File: src/rtl/temp_prevent_ctrl_pkg.sv
// rtl/temp_prevent_ctrl_pkg.sv - state codes and defaults for the temperature-prevention controller
package temp_prevent_ctrl_pkg;

  // State codes are shared with the display/debug logic, so the encoding is fixed.
  typedef enum logic [1:0] {
    ST_IDLE    = 2'd0,
    ST_PREVENT = 2'd1,
    ST_HOLD    = 2'd2,
    ST_ALARM   = 2'd3
  } state_t;

  localparam int DEF_STABLE_CYC = 4;
  localparam int DEF_HOLD_CYC   = 16;
  localparam int DEF_BLINK_DIV  = 8;
  localparam int DEF_CNT_W      = 8;

endpackage

File: src/rtl/temp_prevent_ctrl_flag_qualifier.sv
// rtl/temp_prevent_ctrl_flag_qualifier.sv - debounces a raw flag over STABLE_CYC consecutive ticks
module flag_qualifier #(
  parameter int STABLE_CYC = 4,
  parameter int CNT_W      = 8
) (
  input  logic clk,
  input  logic reset,
  input  logic tick,
  input  logic raw,
  output logic qual
);

  localparam logic [CNT_W-1:0] LAST = CNT_W'(STABLE_CYC - 1);

  logic [CNT_W-1:0] cnt;

  // Any tick where raw agrees with qual restarts the run, so short glitches never land.
  always_ff @(posedge clk or negedge reset) begin
    if (!reset) begin
      cnt  <= '0;
      qual <= 1'b0;
    end else if (raw == qual) begin
      cnt <= '0;
    end else if (tick) begin
      if (cnt >= LAST) begin
        qual <= raw;
        cnt  <= '0;
      end else begin
        cnt <= cnt + 1'b1;
      end
    end
  end

endmodule

File: src/rtl/temp_prevent_ctrl.sv
// rtl/temp_prevent_ctrl.sv - fan/alarm sequencing with flag qualification, alarm latch and fan hold
module temp_prevent_ctrl
  import temp_prevent_ctrl_pkg::*;
#(
  parameter int STABLE_CYC = DEF_STABLE_CYC,
  parameter int HOLD_CYC   = DEF_HOLD_CYC,
  parameter int BLINK_DIV  = DEF_BLINK_DIV,
  parameter int CNT_W      = DEF_CNT_W
) (
  input  logic       clk,
  input  logic       reset,
  input  logic       tick,
  input  logic       temp_preven,
  input  logic       temp_alarm,
  input  logic       ack,
  output logic       fan_on,
  output logic       led_alarm,
  output logic       alarm_latched,
  output logic [1:0] state_o
);

  localparam logic [CNT_W-1:0] HOLD_LD    = CNT_W'(HOLD_CYC);
  localparam logic [CNT_W-1:0] HOLD_LAST  = CNT_W'(1);
  localparam logic [CNT_W-1:0] BLINK_LAST = CNT_W'(BLINK_DIV - 1);

  logic             q_prev;
  logic             q_alarm;
  state_t           state;
  state_t           state_nx;
  logic [CNT_W-1:0] hold_cnt;
  logic [CNT_W-1:0] blink_cnt;

  flag_qualifier #(.STABLE_CYC(STABLE_CYC), .CNT_W(CNT_W)) u_qual_prev (
    .clk   (clk),
    .reset (reset),
    .tick  (tick),
    .raw   (temp_preven),
    .qual  (q_prev)
  );

  flag_qualifier #(.STABLE_CYC(STABLE_CYC), .CNT_W(CNT_W)) u_qual_alarm (
    .clk   (clk),
    .reset (reset),
    .tick  (tick),
    .raw   (temp_alarm),
    .qual  (q_alarm)
  );

  // Alarm always wins; an ack seen while the alarm is still qualified leaves no trace.
  always_comb begin
    state_nx = state;
    unique case (state)
      ST_IDLE: begin
        if (q_alarm)     state_nx = ST_ALARM;
        else if (q_prev) state_nx = ST_PREVENT;
      end
      ST_PREVENT: begin
        if (q_alarm)      state_nx = ST_ALARM;
        else if (!q_prev) state_nx = ST_HOLD;
      end
      ST_HOLD: begin
        if (q_alarm)                            state_nx = ST_ALARM;
        else if (q_prev)                        state_nx = ST_PREVENT;
        else if (tick && hold_cnt == HOLD_LAST) state_nx = ST_IDLE;
      end
      ST_ALARM: begin
        if (ack && !q_alarm) state_nx = ST_HOLD;
      end
      default: state_nx = ST_IDLE;
    endcase
  end

  always_ff @(posedge clk or negedge reset) begin
    if (!reset) begin
      state         <= ST_IDLE;
      hold_cnt      <= '0;
      blink_cnt     <= '0;
      fan_on        <= 1'b0;
      led_alarm     <= 1'b0;
      alarm_latched <= 1'b0;
    end else begin
      state         <= state_nx;
      fan_on        <= (state_nx != ST_IDLE);
      alarm_latched <= (state_nx == ST_ALARM);

      if (state_nx == ST_HOLD && state != ST_HOLD)
        hold_cnt <= HOLD_LD;
      else if (state == ST_HOLD && tick && hold_cnt != '0)
        hold_cnt <= hold_cnt - 1'b1;

      // Entering ALARM restarts the blink phase lit; the LED is dark everywhere else.
      if (state_nx == ST_ALARM && state != ST_ALARM) begin
        led_alarm <= 1'b1;
        blink_cnt <= '0;
      end else if (state_nx == ST_ALARM) begin
        if (tick) begin
          if (blink_cnt >= BLINK_LAST) begin
            led_alarm <= ~led_alarm;
            blink_cnt <= '0;
          end else begin
            blink_cnt <= blink_cnt + 1'b1;
          end
        end
      end else begin
        led_alarm <= 1'b0;
        blink_cnt <= '0;
      end
    end
  end

  assign state_o = state;

endmodule
File: config.mk
export PLATFORM = sky130hd
export DESIGN_NAME = temp_prevent_ctrl
export DESIGN_NICKNAME = d
export VERILOG_FILES = /design/src/rtl/temp_prevent_ctrl_pkg.sv /design/src/rtl/temp_prevent_ctrl_flag_qualifier.sv /design/src/rtl/temp_prevent_ctrl.sv
export SDC_FILE = /design/constraint.sdc
export NUM_CORES = 1
export LEC_CHECK = 0
export BUFFER_PORTS_ARGS = -buffer_cell sky130_fd_sc_hd__buf_2
export CORE_MARGIN = 2
export CORE_UTILIZATION = 40
export DETAILED_ROUTE_END_ITERATION = 7
export PLACE_DENSITY = 0.55
export SLEW_MARGIN = 5
export SYNTH_ARGS = -nofsm -noshare
export SYNTH_HDL_FRONTEND = slang
export SYNTH_SLANG_ARGS = --single-unit
File: constraint.sdc
create_clock -name clk -period 4.3 [get_ports clk]
set_clock_uncertainty 0.15 [all_clocks]
set_input_delay 0.86 -clock clk [delete_from_list [all_inputs] [get_ports clk]]
set_output_delay 0.86 -clock clk [all_outputs]
set_load 0.02 [all_outputs]
Yosys cells after proc, flatten, opt, wreduce, memory -nomap -nowiden --
Cells that the tools add are included.
Cells by class: add/sub/neg operators 4, order comparisons 3, equality and inequality tests 12, muxes and demuxes 25, bitwise logic cells 3, reduce and logical (&&, ||, !) cells 16
Operator list (count):
- two-way mux 8 bit | 12
- adder 8 x 1 -> 8 bit, second input constant | 3
- greater-or-equal comparator 8 x 2 -> 1 bit, second input constant | 2
- two-way mux 2 bit | 8
- equality test 2 bit, second input constant | 4
- equality test 8 x 1 -> 1 bit, second input constant | 1
- greater-or-equal comparator 8 x 3 -> 1 bit, second input constant | 1
- one-hot mux 2 bit (4 select lines) | 1
- nonzero test 2 bit | 4
- nonzero test 8 bit | 1
- subtractor 8 x 1 -> 8 bit, second input constant | 1
- logical AND 1 bit | 6
- AND reduction 3 bit | 2
- two-way mux 1 bit | 4
- != test 2 bit, second input constant | 2
- != test 3 x 1 -> 1 bit, second input constant | 1
- != test 3 x 2 -> 1 bit, second input constant | 1
- NOT 1 bit | 3
- equality test 1 bit | 2
- equality test 2 x 1 -> 1 bit, second input constant | 1
- zero test 2 bit | 1
- AND reduction 2 bit | 1
- zero test 1 bit | 1
Word-level totals: flip-flop bits (word level) 39, input port bits 6, output and inout bits 5

Longest topological paths before layout --
depth in word-level cells 10, mapped depth 6, gate-level depth less buffers 6

Modules after synthesis --
From an unflattened synthesis, not the netlist that was laid out.
Unflattened totals: cells, all modules 158, area total of the unflattened synthesis 1841.8 um^2
By module, submodules not included:
- temp_prevent_ctrl | instances 1, cells an instance 100, area an instance 1083.5 um^2, sequential area each 525.5 um^2
- flag_qualifier | instances 2, cells an instance 29, area an instance 379.1 um^2, sequential area each 225.2 um^2

Least setup slack after synthesis --
No wires, ideal clock.
kind input to register, from in tick, to reg hold_cnt[7], data arrival time 1.727 ns, path slack 2.344 ns, stages 5, path buffers 1, cells stage by stage buf_4 > nor4b_4 > nand3_1 > or3_1 > a21oi_1
Between the ends: word-level cells in the longest chain between the ends 8, elaborated cells on any way between the ends 11
RTL lines:
- from (decl) | line temp_prevent_ctrl.sv:12 | input logic tick,
- logical AND 1 bit | line temp_prevent_ctrl.sv:64 | else if (tick && hold_cnt == HOLD_LAST) state_nx = ST_IDLE;
- two-way mux 2 bit | line temp_prevent_ctrl.sv:64
- two-way mux 2 bit | line temp_prevent_ctrl.sv:63 | else if (q_prev) state_nx = ST_PREVENT;
- two-way mux 2 bit | line temp_prevent_ctrl.sv:62 | if (q_alarm) state_nx = ST_ALARM;
- one-hot mux 2 bit (4 select lines) | line temp_prevent_ctrl.sv:52 | unique case (state)
- equality test 2 bit | line temp_prevent_ctrl.sv:86 | if (state_nx == ST_HOLD && state != ST_HOLD)
- logical AND 1 bit | line temp_prevent_ctrl.sv:86
- two-way mux 8 bit / nonzero test 2 bit (equally long branches)
- to (signal assigned) | line temp_prevent_ctrl.sv:89 | hold_cnt <= hold_cnt - 1'b1;
- to (decl) | line temp_prevent_ctrl.sv:30 | logic [CNT_W-1:0] hold_cnt;
Parallel ways exist; a longest one is shown, timed or not. A chain may end at the register's enable or synchronous reset.

Final worst setup path --
from reg state[1], in the netlist state_o[1], to out state_o[1]
RTL lines:
- from (decl) | line temp_prevent_ctrl.sv:28 | state_t state;
- from (signal assigned) | line temp_prevent_ctrl.sv:82 | state <= state_nx;
- to (decl) | line temp_prevent_ctrl.sv:19 | output logic [1:0] state_o
No word-level cell between the ends.

==> insert_results.sql <==
INSERT INTO impl_metrics (metric_group, metric, value, unit) VALUES
('status', 'outcome', 'finished clean', ''),
('floorplan', 'io_pins', '11', ''),
('pwr', 'internal-power', '727.6', 'uW'),
('route', 'drc_errors', '0', ''),
('clock_tree', 'clk_pin_slew', '0.07', 'ns'),
('worst_setup_path', 'worst_ep_arrival_time', '1.08', 'ns'),
('worst_setup_path', 'critical-path-slowest-cell', 'sky130_fd_sc_hd__dfrtp_1', ''),
('place', 'io_buffers', '10', ''),
('timing', 'unrepaired_setup_endpoints_after_global_routing', 'no', ''),
('worst_setup_path', 'worstPathCellList', 'buf_2', ''),
('global_routing', 'grt_usage', '15.15', '%'),
('clock_tree', 'tritoncts', 'done', ''),
('worst_setup_path', 'timing.critical_path.slowest_cell_delay', '0.55', 'ns'),
('floorplan', 'std_cell_rows', '25', ''),
('floorplan', 'initial_utilization', '40.94', '%'),
('clock_tree', 'cts_setup_buffers', '0', ''),
('floorplan', 'core-area', '4661', 'um^2'),
('clock_tree', 'insertion_delay', '0.29', 'ns'),
('clock_tree', 'clk_root_buffer_cell', 'sky130_fd_sc_hd__clkbuf_8', ''),
('layout', 'commonest_cells_after_routing_fill_and_taps_aside', 'sky130_fd_sc_hd__dfrtp_1, sky130_fd_sc_hd__nor2_1, sky130_fd_sc_hd__nand2_1, sky130_fd_sc_hd__a21oi_1, sky130_fd_sc_hd__buf_2', ''),
('logic_synthesis', 'ys_ff_latch', '39', ''),
('pwr', 'total_power', '1174', 'uW'),
('timing', 'timing.final.crit_period', '2.090', 'ns'),
('clock_tree', 'clkSinkCount', '39', ''),
('worst_setup_path', 'timing.critical_path.required', '3.29', 'ns'),
('worst_setup_path', 'timing.reg2reg.worst_path_depth', '6', ''),
('pwr', 'leakage', '0.0009684', 'uW'),
('worst_setup_path', 'crit-reg2reg-launch', 'hold_cnt[0]$_DFFE_PN0P_', ''),
('logic_synthesis', 'synth_top_cell_area_share', '51.15', '%'),
('logic_synthesis', 'synth_fp_nets', '193', ''),
('logic_synthesis', 'syn_area_per_cell', '10.54', 'um^2'),
('logic_synthesis', 'synthFlopType', 'sky130_fd_sc_hd__dfrtp_1', ''),
('clock_tree', 'cts_hold_fix_bufs', '0', ''),
('pwr', 'switchingPower', '446.7', 'uW'),
('global_routing', 'first_global_vias', '1366', ''),
('logic_synthesis', 'seq_area_frac_synth', '51.15', '%'),
('logic_synthesis', 'post-synth-top-area-cell', 'sky130_fd_sc_hd__dfrtp_1', ''),
('worst_setup_path', 'critical_path.reg2reg.endpoint', 'hold_cnt[4]$_DFFE_PN0P_', ''),
('clock_tree', 'h-tree-depth', '2', ''),
('timing', 'drv_slew', '0', ''),
('logic_synthesis', 'asyncSetResetFlopFracSynth', '100.0', '%'),
('worst_setup_path', 'timing.critical_path.to_type', 'output pin', ''),
('layout', 'antennaDiodeCount', '0', ''),
('layout', 'nNetsFinal', '207', ''),
('clock_tree', 'cts_buffers', '5', ''),
('worst_setup_path', 'setup.worst_path.class', 'reg -> out', ''),
('logic_synthesis', 'syn_area', '1908', 'um^2'),
('clock_tree', 'cts.path.max_buffers', '2', ''),
('flow_run', 'max_cap_viol_count', '0', ''),
('layout', 'syn2layout_area_growth', '9.574', '%'),
('pwr', 'clk_network_pwr_share', '20.2', '%'),
('timing', 'max_slew_margin', '43.29', '%'),
('worst_setup_path', 'kind_of_cell_adding_the_most_delay_to_the_critical_path', 'flip-flops', ''),
('worst_setup_path', 'worst-path-max-fanout', '9', ''),
('logic_synthesis', 'yosys_warnings', '0', ''),
('worst_hold_path', 'worst_hold_path_startpoint', 'u_qual_alarm.cnt[7]$_DFFE_PN0P_', ''),
('global_routing', 'grt_max_degree', '40', ''),
('route', 'detailedRoute.firstPassIterationCount', '4', ''),
('route', 'drt_iter0_markers', '64', ''),
('global_routing', 'first_pass_grt_wire_length', '6216', 'um'),
('timing', 'timing.fmax', '0.4785', 'GHz'),
('place', 'gp_congestion', '0.8131', ''),
('pwr', 'total_power_per_unit_cell_area', '561.6', 'nW/um^2'),
('clock_tree', 'post_cts_resized', '0', ''),
('global_routing', 'global_route.overflow_total', '0', ''),
('worst_setup_path', 'setup.worst_path.start', 'state_o[1]$_DFF_PN0_', ''),
('route', 'vias_per_cell', '5.628', ''),
('route', 'wl', '3662', 'um'),
('pwr', 'power.ir.vdd_worst', '0.0003153', 'V'),
('logic_synthesis', 'post_synth_main_area_contributors', 'sky130_fd_sc_hd__dfrtp_1, sky130_fd_sc_hd__nor2_1, sky130_fd_sc_hd__ha_1, sky130_fd_sc_hd__a21oi_1, sky130_fd_sc_hd__nand2_1', ''),
('timing', 'totalNegativeSetupSlack', '0', 'ns');
## worst min-delay path by stage
stage                                                  to  depth (start not counted)
final                     u_qual_alarm.cnt[7]$_DFFE_PN0P_                          2
after CTS                        blink_cnt[7]$_DFFE_PN0P_                          2
after floorplan                  blink_cnt[7]$_DFFE_PN0P_                          2
after global placement    u_qual_alarm.cnt[7]$_DFFE_PN0P_                          2
after global routing             blink_cnt[7]$_DFFE_PN0P_                          2
after detailed placement         blink_cnt[7]$_DFFE_PN0P_                          2
## logic make-up after synthesis
logic type / count (synthesis) / synth area share (%)
mux: 5 / 2.754
compound gates: 35 / 13.38
flops: 39 / 51.15
fa+ha+maj: 6 / 3.934
xor+xnor: 6 / 2.754
buf+inv: 10 / 2.229
simple gates: 80 / 23.80
## metal layers
| layer | share of wire [%] | vias up | track usage, % |
|---|---|---|---|
| li1 | - | 678 | - |
| met1 | 45 | 688 | 18.86 |
| met2 | 49 | 37 | 24.62 |
| met3 | 4.9 | 4 | 5.110 |
| met4 | 0.68 | 0 | 4.938 |
| met5 | 0 | - | 0 |
## power groups by stage
stage / Clock (uW) / Sequential, uW / Combinational (uW)
after floorplan: 0 / 551 / 289
after global placement: 0 / 559 / 373
after detailed placement: 0 / 561 / 385
after CTS: 246 / 555 / 387
after global routing: 265 / 570 / 435
final: 237 / 554 / 383
## cell usage after synthesis (2+ instances only)
cell and number:
sky130_fd_sc_hd__dfrtp_1 39, sky130_fd_sc_hd__nor2_1 23, sky130_fd_sc_hd__nand2_1 16, sky130_fd_sc_hd__a21oi_1 12, sky130_fd_sc_hd__and2_1 6, sky130_fd_sc_hd__ha_1 6
sky130_fd_sc_hd__inv_1 6, sky130_fd_sc_hd__a31oi_1 5, sky130_fd_sc_hd__a41oi_1 5, sky130_fd_sc_hd__xnor2_1 5, sky130_fd_sc_hd__and3_1 4, sky130_fd_sc_hd__and4_1 4
sky130_fd_sc_hd__nand3_1 4, sky130_fd_sc_hd__nor4_1 4, sky130_fd_sc_hd__a21o_1 3, sky130_fd_sc_hd__mux2i_1 3, sky130_fd_sc_hd__nor3_1 3, sky130_fd_sc_hd__or2_2 3
sky130_fd_sc_hd__mux2_2 2, sky130_fd_sc_hd__nand2b_1 2, sky130_fd_sc_hd__nand3b_1 2, sky130_fd_sc_hd__nor4b_4 2, sky130_fd_sc_hd__o21bai_1 2, sky130_fd_sc_hd__or3_1 2
## flip-flops by register name, indices dropped and copies added, names as in the netlist
name and cells:
blink_cnt 8, u_qual_prev.qual 1, u_qual_prev.cnt 8, hold_cnt 8, fan_on 1, led_alarm 1, state_o 2, alarm_latched 1
u_qual_alarm.qual 1, u_qual_alarm.cnt 8
## final cells by class
type,count,area (um^2)
Clock inverter,1,5.005
Sequential cell,39,975.9
Inverter,7,26.28
Fill cell,441,2570
Multi-Input combinational cell,132,889.6
Tap cell,54,67.56
Clock buffer,7,76.32
Timing Repair Buffer,10,50.05
## metrics by stage
| step | instances | util, % | hold WS, ns | cell area [um^2] | setup slack, ns |
|---|---|---|---|---|---|
| 2_1_floorplan | 181 | - | 0.3133 | 1908 | 2.344 |
| 3_5_place_dp | 242 | 43.11 | 0.3541 | 2009 | 2.003 |
| 4_1_cts | 250 | 44.86 | 0.3729 | 2091 | 2.202 |
| 5_1_grt | 250 | 44.86 | 0.3971 | 2091 | 2.160 |
| 3_3_place_gp | 242 | 43.11 | 0.3360 | 2009 | 2.079 |
| 6_report | 250 | 44.86 | 0.3708 | 2091 | 2.210 |
No activity file was read; power rests on OpenSTA's default activity.
